**src/rtl/alu_seq.sv**
```systemverilog
// Registered ALU: 16 logic functions, carry-chained arithmetic and an iterative
// shift-add unsigned multiplier, with valid/ready handshakes on both sides.
module alu_seq #(
  parameter int unsigned WIDTH  = 16,
  parameter bit          MUL_EN = 1'b1
) (
  input  logic             clk,
  input  logic             rst,
  input  logic             in_valid,
  output logic             in_ready,
  input  logic [WIDTH-1:0] in_a,
  input  logic [WIDTH-1:0] in_b,
  input  logic [3:0]       select,
  input  logic             mode,
  input  logic             carry_in,
  input  logic             use_cflag,
  output logic             out_valid,
  input  logic             out_ready,
  output logic [WIDTH-1:0] alu_out,
  output logic [WIDTH-1:0] alu_out_hi,
  output logic             carry_out,
  output logic             compare,
  output logic             zero,
  output logic             c_flag
);

  localparam int unsigned W1 = WIDTH + 1;
  localparam int unsigned W2 = 2 * WIDTH;
  localparam logic [WIDTH-1:0] CNT_LAST = WIDTH'(WIDTH - 1);

  typedef enum logic {ST_IDLE, ST_MUL} state_e;

  state_e            state_q, state_d;
  logic [W2-1:0]     mcand_q, mcand_d;
  logic [WIDTH-1:0]  mplier_q, mplier_d;
  logic [W2-1:0]     prod_q, prod_d;
  logic [WIDTH-1:0]  cnt_q, cnt_d;
  logic              meq_q, meq_d;
  logic [WIDTH-1:0]  res_q, res_d;
  logic [WIDTH-1:0]  hi_q, hi_d;
  logic              cout_q, cout_d;
  logic              cmp_q, cmp_d;
  logic              zero_q, zero_d;
  logic              cflag_q, cflag_d;
  logic              ov_q, ov_d;

  logic              cin;
  logic              accept;
  logic              is_mul;
  logic [WIDTH-1:0]  logic_res;
  logic [W1-1:0]     arith_sum;
  logic [W1-1:0]     ax, bx, cx;
  logic [W2-1:0]     prod_step;

  assign in_ready = ~rst & (state_q == ST_IDLE) & (~ov_q | out_ready);
  assign accept   = in_valid & in_ready;

  // Single-cycle datapath for the operands presented at the input
  always_comb begin
    cin    = use_cflag ? cflag_q : carry_in;
    is_mul = MUL_EN && !mode && (select == 4'h8);
    ax     = {1'b0, in_a};
    bx     = {1'b0, in_b};
    cx     = W1'(cin);
    logic_res = '0;
    unique case (select)
      4'h0: logic_res = ~in_a;
      4'h1: logic_res = ~(in_a | in_b);
      4'h2: logic_res = ~in_a & in_b;
      4'h3: logic_res = '0;
      4'h4: logic_res = ~(in_a & in_b);
      4'h5: logic_res = ~in_b;
      4'h6: logic_res = in_a ^ in_b;
      4'h7: logic_res = in_a & ~in_b;
      4'h8: logic_res = ~in_a | in_b;
      4'h9: logic_res = ~(in_a ^ in_b);
      4'hA: logic_res = in_b;
      4'hB: logic_res = in_a & in_b;
      4'hC: logic_res = '1;
      4'hD: logic_res = in_a | ~in_b;
      4'hE: logic_res = in_a | in_b;
      4'hF: logic_res = in_a;
      default: logic_res = '0;
    endcase
    arith_sum = '0;
    case (select)
      4'h0:    arith_sum = ax + cx;
      4'h1:    arith_sum = ax + bx + cx;
      4'h2:    arith_sum = ax + {1'b0, ~in_b} + cx;
      4'h3:    arith_sum = ax + {1'b0, {WIDTH{1'b1}}} + cx;
      4'h4:    arith_sum = ax + ax + cx;
      4'h5:    arith_sum = {1'b0, in_a | in_b} + cx;
      4'h6:    arith_sum = {1'b0, in_a & in_b} + cx;
      4'h7:    arith_sum = bx + cx;
      default: arith_sum = '0;
    endcase
    prod_step = prod_q + (mplier_q[0] ? mcand_q : '0);
  end

  // Next-state: operation acceptance, multiply iteration and result load
  always_comb begin
    state_d  = state_q;
    mcand_d  = mcand_q;
    mplier_d = mplier_q;
    prod_d   = prod_q;
    cnt_d    = cnt_q;
    meq_d    = meq_q;
    res_d    = res_q;
    hi_d     = hi_q;
    cout_d   = cout_q;
    cmp_d    = cmp_q;
    zero_d   = zero_q;
    cflag_d  = cflag_q;
    ov_d     = ov_q & ~out_ready;
    unique case (state_q)
      ST_IDLE: begin
        if (accept) begin
          if (is_mul) begin
            state_d  = ST_MUL;
            mcand_d  = {{WIDTH{1'b0}}, in_a};
            mplier_d = in_b;
            prod_d   = '0;
            cnt_d    = '0;
            meq_d    = (in_a == in_b);
          end else begin
            res_d   = mode ? logic_res : arith_sum[WIDTH-1:0];
            cout_d  = mode ? 1'b0 : arith_sum[WIDTH];
            hi_d    = '0;
            cmp_d   = (in_a == in_b);
            zero_d  = mode ? (logic_res == '0) : (arith_sum[WIDTH-1:0] == '0);
            cflag_d = mode ? 1'b0 : arith_sum[WIDTH];
            ov_d    = 1'b1;
          end
        end
      end
      ST_MUL: begin
        mcand_d  = mcand_q << 1;
        mplier_d = mplier_q >> 1;
        prod_d   = prod_step;
        cnt_d    = cnt_q + WIDTH'(1);
        if (cnt_q == CNT_LAST) begin
          state_d = ST_IDLE;
          res_d   = prod_step[WIDTH-1:0];
          hi_d    = prod_step[W2-1:WIDTH];
          cout_d  = 1'b0;
          cmp_d   = meq_q;
          zero_d  = (prod_step == '0);
          cflag_d = 1'b0;
          ov_d    = 1'b1;
        end
      end
      default: state_d = ST_IDLE;
    endcase
  end

  always_ff @(posedge clk or posedge rst) begin
    if (rst) begin
      state_q  <= ST_IDLE;
      mcand_q  <= '0;
      mplier_q <= '0;
      prod_q   <= '0;
      cnt_q    <= '0;
      meq_q    <= 1'b0;
      res_q    <= '0;
      hi_q     <= '0;
      cout_q   <= 1'b0;
      cmp_q    <= 1'b0;
      zero_q   <= 1'b0;
      cflag_q  <= 1'b0;
      ov_q     <= 1'b0;
    end else begin
      state_q  <= state_d;
      mcand_q  <= mcand_d;
      mplier_q <= mplier_d;
      prod_q   <= prod_d;
      cnt_q    <= cnt_d;
      meq_q    <= meq_d;
      res_q    <= res_d;
      hi_q     <= hi_d;
      cout_q   <= cout_d;
      cmp_q    <= cmp_d;
      zero_q   <= zero_d;
      cflag_q  <= cflag_d;
      ov_q     <= ov_d;
    end
  end

  assign out_valid  = ov_q;
  assign alu_out    = res_q;
  assign alu_out_hi = hi_q;
  assign carry_out  = cout_q;
  assign compare    = cmp_q;
  assign zero       = zero_q;
  assign c_flag     = cflag_q;

endmodule

```
**config.mk**
```make
export PLATFORM = sky130hd
export DESIGN_NAME = alu_seq
export DESIGN_NICKNAME = d
export VERILOG_FILES = /design/src/rtl/alu_seq.sv
export SDC_FILE = /design/constraint.sdc
export NUM_CORES = 1
export LEC_CHECK = 0
export ABC_AREA = 1
export CORE_ASPECT_RATIO = 0.6
export CORE_UTILIZATION = 46
export CTS_BUF_LIST = sky130_fd_sc_hd__clkbuf_4
export DETAILED_ROUTE_END_ITERATION = 8
export PLACE_DENSITY_LB_ADDON = 0.1
export SYNTH_ARGS = -nofsm -noshare
export SYNTH_HDL_FRONTEND = slang
export SYNTH_SLANG_ARGS = --single-unit
```
**constraint.sdc**
```tcl
create_clock -name clk -period 7.2 [get_ports clk]
set_clock_uncertainty 0.1 [all_clocks]
set_input_delay 1.44 -clock clk [delete_from_list [all_inputs] [get_ports clk]]
set_output_delay 1.44 -clock clk [all_outputs]
set_load 0.1 [all_outputs]
```
==> reports/qor.csv, run 1 <==
metric;value;unit
p_sw_share;38.8;%
cp.arrival;5.46;ns
yosysWarnings;0;
syn_nets;2244;
p_leak;7.31;nW
fin_setup_tns;0;ns
synth_cell_types;48;
hold-path-endpoint;prod_q[0]$_DFFE_PP0P_;
grt_usage;38.2;%
start_util;47.4;%
areaGrowthSynthToFinish;10.5;%
synth_area_leaders;dfrtp_1, nand2_1, ha_1;
coreArea;27900;µm²
met1_length;27300;µm
drc;6;
crit_path_end_kind;register;
die_x;221;µm
p_seq_share;42.0;%
cts_num_sinks;134;
switchingPower;0.000697;W
rr_worst_depth;24;
hold_path_class;register to register;
power_frac_comb;26.1;%
hold_viol;0;
drt_wl_total;57200;µm
grt_max_degree;88;
r2r-start;c_flag$_DFFE_PP0P_;
drtPass1Iterations;9;
grt_pass1_wl;84100;µm
dpl_cell_area;14300;µm²
p_per_area;123;nW/µm²
layout-drive-gt1-share;4.43;%
worstReg2RegEnd;zero$_DFFE_PP0P_;
ir_drop;0.0808;mV
status;complete, but fails checks;
ff_latch_area;3350;µm²
port_buffers;80;
gp_congestion;1.08;
ys_ff_latch;134;
critPathKind;input port to register;
finalSetupViolations;0;
pin_count;81;
cts_hold_buf;0;
clockBufferDepth;2;
hpwlAfterDp;43600;µm
cap_violations;0;
fmax;199;MHz
hold_slack;0.399;ns
cts_tree;built;
nFillCells;2881;
ant_nets;0;
antenna_found_initial;2;
post_synth.cell_area_avg;6.34;µm²
synth-seq-area-share;25.3;%
drtIter0Drc;2578;
power.internal;0.00110;W
tightest_slew;1.30;ns
period_share;69.7;%
synth_top_area_share;25.3;%
multi_input_area;8540;µm²
synth_top_area_cell;dfrtp_1;
postCtsSetupRepairBufs;0;
required;7.64;ns
wl_met3;8510;µm
viasPerCell;6.06;
dieArea;29500;µm²
synthCells;2089;
clkPwrFrac;32.0;%
grt_overflow;0;
hold_start;prod_q[0]$_DFFE_PP0P_;
post_cts_resized;0;
clk_pin_slew;0.13;ns
regToRegSetupSlack;2.87;ns
violations;DRC;
crit_fanout;19;
final_area;14600;µm²
avgRoutedWirePerCell;22.8;µm
max_slew_margin;12.8;%
cts_root_buffer;clkbuf_4;
worst_setup_path_start_kind;input port;
dr_wl_met2;19700;µm
vias;15200;
cts_htree_levels;4;
layout.nets;2286;
maxSlewViolCount;0;
die_y;133;µm
hold_depth;2;
rsz0062_at_grt;no;
syn_area;13300;µm²
rows;47;
top_layer;met5;
timing.final.crit_period;5.02;ns
grt_pass1_vias;13400;
cts_buffers;17;
worstSkewPairLatency;0.62;ns
[placed cells by master (no fill, tap or decap), types with 7 or more instances in the layout]
| master | instances |
|---|---|
| inv_2 | 12 |
| nor4_1 | 19 |
| dfrtp_1 | 133 |
| o22ai_1 | 65 |
| a21oi_1 | 81 |
| a22oi_1 | 16 |
| a31oi_1 | 21 |
| nor2_1 | 226 |
| inv_1 | 258 |
| or2_2 | 9 |
| xor2_1 | 16 |
| clkinv_1 | 8 |
| o221ai_1 | 18 |
| nand3_1 | 134 |
| clkdlybuf4s50_1 | 80 |
| nand2_2 | 10 |
| ha_1 | 107 |
| nand2_1 | 584 |
| clkbuf_4 | 17 |
| inv_6 | 9 |
| o2111ai_1 | 7 |
| nand4_1 | 31 |
| o211ai_1 | 29 |
| nor2_2 | 8 |
| buf_4 | 16 |
| o21ai_0 | 131 |
| nor3_1 | 25 |
| xnor2_1 | 8 |
| o21ai_1 | 7 |
[registers in the layout (all words and copies together), names as in the netlist]
name and flops:
alu_out_hi 16, out_valid 1, cnt_q 16, alu_out 16
zero 1, prod_q 32, mcand_q 32, meq_q 1
mplier_q 16, c_flag 1, compare 1, state_q 1
[synth_stat cells, drive strengths merged]
cell,n
nand2,594
inv,271
nor2,240
o21ai,138
dfrtp,134
nand3,134
ha,107
a21oi,81
o22ai,65
clkbuf,54
nand4,31
o211ai,29
nor3,25
a31oi,21
buf,19
nor4,19
o221ai,18
a22oi,16
xor2,16
or2,9
clkinv,8
xnor2,8
o2111ai,7
o21bai,6
a211oi,5
fa,5
a21boi,4
a21o,4
a221oi,3
and2,3
nand3b,3
mux2i,2
nor3b,2
o2111a,2
o21a,2
a22o,1
a32o,1
a32oi,1
and3,1
[how the worst max path moves through the flow]
| stage | from | to | cells after the start |
|---|---|---|---|
| 6_report | select[0] | zero$_DFFE_PP0P_ | 22 |
| 2_1_floorplan | rst | alu_out[0]$_DFFE_PP0P_ | 1 |
| 3_3_place_gp | use_cflag | zero$_DFFE_PP0P_ | 24 |
| 4_1_cts | out_ready | in_ready | 4 |
| 5_1_grt | use_cflag | zero$_DFFE_PP0P_ | 24 |
| 3_5_place_dp | use_cflag | zero$_DFFE_PP0P_ | 24 |
[layout make-up]
type                            count  share of cell area (%)
Antenna cell                        1                  0.0171
Clock buffer                       17                   0.872
Clock inverter                     15                    1.21
Inverter                          279                    7.19
Multi-Input combinational cell   1603                    58.4
Sequential cell                   134                    22.9
Tap cell                          367                    3.14
Timing Repair Buffer               96                    6.29
[metrics by stage]
step | worst slack [ns] | std cells | utilization [%] | total power (W)
after global placement | 1.67 | 2479 | 51.3 | 0.00121
final | 2.18 | 2512 | 52.4 | 0.00179
after detailed placement | 1.72 | 2479 | 51.3 | 0.00121
after global routing | 1.88 | 2512 | 52.4 | 0.00186
after CTS | 2.20 | 2511 | 52.4 | 0.00178
after floorplan | 2.08 | 2089 | - | 0.00103
[critical path, cell delays in order]
cell             delay (ns)
clkdlybuf4s50_1        0.55
inv_2                  0.06
nand2_2                0.41
inv_1                  0.18
nand2_1                0.41
inv_1                  0.39
buf_4                  0.36
a211oi_1               0.51
nand2_1                0.14
nor2_1                 0.13
nand2_1                0.06
nor2_1                 0.09
nand2_1                0.06
nor2_1                 0.13
nand2_1                0.06
nor2_1                 0.09
nand2_1                0.06
nand2_1                0.05
nand2_1                0.04
nand2_1                0.08
nand2_1                0.06
nand2_1                0.08
[routing by layer]
metal	vias to the layer above	global-route usage (%)
met2	971	45.8
met1	7092	59.0
met4	2	11.2
met3	140	15.9
met5	-	0.484
li1	7011	-
[logic make-up (layout without fill, tap and decap cells)]
family	Yosys count	in the layout	share of synthesized area [%]
XOR/XNOR	24	24	1.59
AND/OR/NAND/NOR	1061	1061	33.5
AO/OA/AOI/OAI	404	404	18.3
buffers and inverters	352	407	10.3
other	0	1	0
flip-flops	134	134	25.3
multiplexers	2	2	0.151
adder cells (fa/ha/maj)	112	112	10.9
[power groups by stage]
stage	clock network, W	logic [W]	registers, W
after floorplan	0	0.000265	0.000767
after global placement	0	0.000441	0.000767
after detailed placement	0	0.000439	0.000767
after CTS	0.000586	0.000441	0.000753
after global routing	0.000611	0.000495	0.000753
final	0.000574	0.000468	0.000753
Note: power is estimated with default switching activity, not from simulation.
==> run 2: changes to the inputs <==
- clock period: 7.2 -> 4.36 ns (I/O delays scaled with it)
==> run 2 against run 1 <==
The run now ends clean. First-iteration DRC count grew 1.4%. Setup slack lost 2.0 ns. Utilization grew 4.2 points. Routed wire length grew 3.1%. Die area is the same. Cell count grew 6.0%. Total power grew 78%. Clock-buffer cell count is the same. Global-route usage grew 1.6 points. Combinational power grew 94%. Sequential share of layout area shrank 1.7 points.
==> reports/qor.csv, run 2 (same netlist as run 1, synthesis figures left out) <==
metric;value;unit;change
status;complete, no violations;;
pin_count;81;;unchanged
gp_congestion;1.08;;+0.42%
cts_buffers;17;;unchanged
crit_chain;nand2_1, inv_1, ha_1, fa_1, nand2_1, nand2_1, o21ai_0, buf_4, o21ai_1, nand3_1, nand2_1, a31oi_1, xnor2_1, nor2_1, nand2_1, nor2_1, nand4_1, nand2_1, nand2_1, nand2_1;;
drt_wl_total;59000;µm;+3.1%
critPathTopFamily;simple AND/OR/NAND/NOR gates;;
coreArea;27900;µm²;unchanged
worst-path-buf-inv;2;;-3
cp_slowest_stage_delay;0.51;ns;-0.04 ns
cts_htree_levels;4;;unchanged
die_y;133;µm;unchanged
tightest_slew;1.08;ns;-0.228 ns
layout-drive-gt1-share;10.7;%;+6.2 points
grt_usage;39.8;%;+1.6 points
crit_fanout;10;;-9
timing.final.crit_period;4.17;ns;
rr_worst_depth;20;;-17%
cts_root_buffer;clkbuf_4;;
final_area;15800;µm²;+8.1%
hold-path-endpoint;alu_out_hi[8]$_DFFE_PP0P_;;
finalSetupViolations;0;;unchanged
drc;0;;-6
final_common_cell;nand2_1;;
ir_drop;0.153;mV;+89%
drtIter0Drc;2615;;+1.4%
dieArea;29500;µm²;unchanged
crit_path_end_kind;register;;
rows;47;;unchanged
port_buffers;80;;unchanged
rsz0062_at_grt;no;;
clockBufferDepth;2;;unchanged
worst_path_max_delay_cell;dfrtp_2;;
max_slew_margin;28.1;%;+15 points
nFillCells;2755;;-4.4%
clk_pin_slew;0.14;ns;about the same
dp_slack;-0.0410;ns;-1.76 ns
fmax;240;MHz;
drtPass1Iterations;7;;-2
avgRoutedWirePerCell;22.1;µm;-2.7%
stdcell_count;2662;;+6.0%
grt_overflow;0;;unchanged
regToRegSetupSlack;0.19;ns;-2.68 ns
period_share;95.6;%;
viasPerCell;5.98;;-1.2%
top_regs;mcand_q: 32 flops, prod_q: 32 flops;;
hpwlAfterDp;47900;µm;+9.8%
cap_violations;0;;unchanged
maxSlewViolCount;0;;unchanged
start_util;47.4;%;unchanged
r2r-start;mplier_q[0]$_DFFE_PP0P_;;
grt_pass1_wl;87800;µm;+4.5%
final.setup.worst_slack;0.191;ns;-1.99 ns
p_per_area;201;nW/µm²;+64%
dp_cells;2630;;+6.1%
crit_top_cell;nand2_1;;
ant_nets;0;;unchanged
die_x;221;µm;unchanged
worst_setup_path_start_kind;register;;
p_leak;8.06;nW;+10%
multi_input_area;8540;µm²;about the same
hold_start;alu_out_hi[8]$_DFFE_PP0P_;;
ff_latch_area;3360;µm²;about the same
grt_max_degree;135;;+53%
hold_depth;2;;unchanged
layout.nets;2437;;+6.6%
hold_path_class;register to register;;
vias;15900;;+4.7%
worstReg2RegEnd;zero$_DFFE_PP0P_;;
final_cell_mix;nand2_1, inv_1, nor2_1;;
critPathKind;register to register;;
cts_tree;built;;
cts_num_sinks;134;;unchanged
grt_pass1_vias;14000;;+4.4%
areaGrowthSynthToFinish;19.4;%;
required;4.79;ns;-2.85 ns
dpl_cell_area;15500;µm²;+7.9%
worstSkewPairLatency;0.59;ns;-0.03 ns
hold_viol;0;;unchanged
cp.arrival;4.60;ns;-0.86 ns
antenna_found_initial;0;;-2
postCtsSetupRepairBufs;0;;unchanged
==> run 2: changes by cell type in the layout (fill, tap and decap cells not counted), sizes merged <==
cell / before / now
buf: 16 / 168
bufinv: 2 / 5
clkinv: 10 / 14
clkdlybuf4s50: 80 / 79
inv: 281 / 273
==> run 2: area by class of cell <==
type | count | share of cell area, %
Multi-Input combinational cell | 1603 | 54.0
Sequential cell | 134 | 21.2
Timing Repair Buffer | 247 | 13.0
Inverter | 279 | 6.64
Tap cell | 367 | 2.90
Clock inverter | 14 | 1.42
Clock buffer | 17 | 0.807
Antenna cell | 1 | 0.0158
==> run 2: repair_timing <==
item | 4_1_cts | 5_1_grt
hold buffers | 0 | 0
resized for setup | 0 | 1
endpoints found under the hold margin | 0 | 0
endpoints found under the setup margin | 0 | 1
==> run 2: layer usage <==
layer	wire [µm]	GRT usage (%)	vias up
met5	0	0	-
met2	20000	46.6	1114
met4	973	8.16	0
met3	9880	15.9	71
li1	-	-	7299
met1	28100	64.3	7446
==> run 2: report_power, final <==
group	internal (W)	switching [W]	total, W
Combinational	0.000305	0.000603	0.000908
Clock	0.000518	0.000519	0.00104
Sequential	0.00124	0.0000000000000000000111	0.00124
==> run 2: how the worst max path moves through the flow <==
stage,from,to,depth (start not counted)
3_3_place_gp,use_cflag,zero$_DFFE_PP0P_,27
2_1_floorplan,c_flag$_DFFE_PP0P_,zero$_DFFE_PP0P_,26
3_5_place_dp,use_cflag,zero$_DFFE_PP0P_,25
5_1_grt,mplier_q[0]$_DFFE_PP0P_,zero$_DFFE_PP0P_,20
4_1_cts,mplier_q[0]$_DFFE_PP0P_,zero$_DFFE_PP0P_,20
6_report,mplier_q[0]$_DFFE_PP0P_,zero$_DFFE_PP0P_,20
==> run 2: tightest hold or removal path, cell delays in order, from the launching register on <==
cell,delay [ns]
dfrtp_1,0.36
nand2_1,0.05
o21ai_0,0.05
==> run 2: metrics by stage <==
step                hold WS (ns)  TNS (ns)  utilization, %  total power, W
floorplan                  0.346         0               -         0.00170
global placement           0.364   -0.0333            55.4         0.00213
detailed placement         0.372   -0.0410            55.4         0.00212
CTS                        0.394         0            56.6         0.00315
global route               0.417         0            56.6         0.00331
finish                     0.396         0            56.6         0.00319
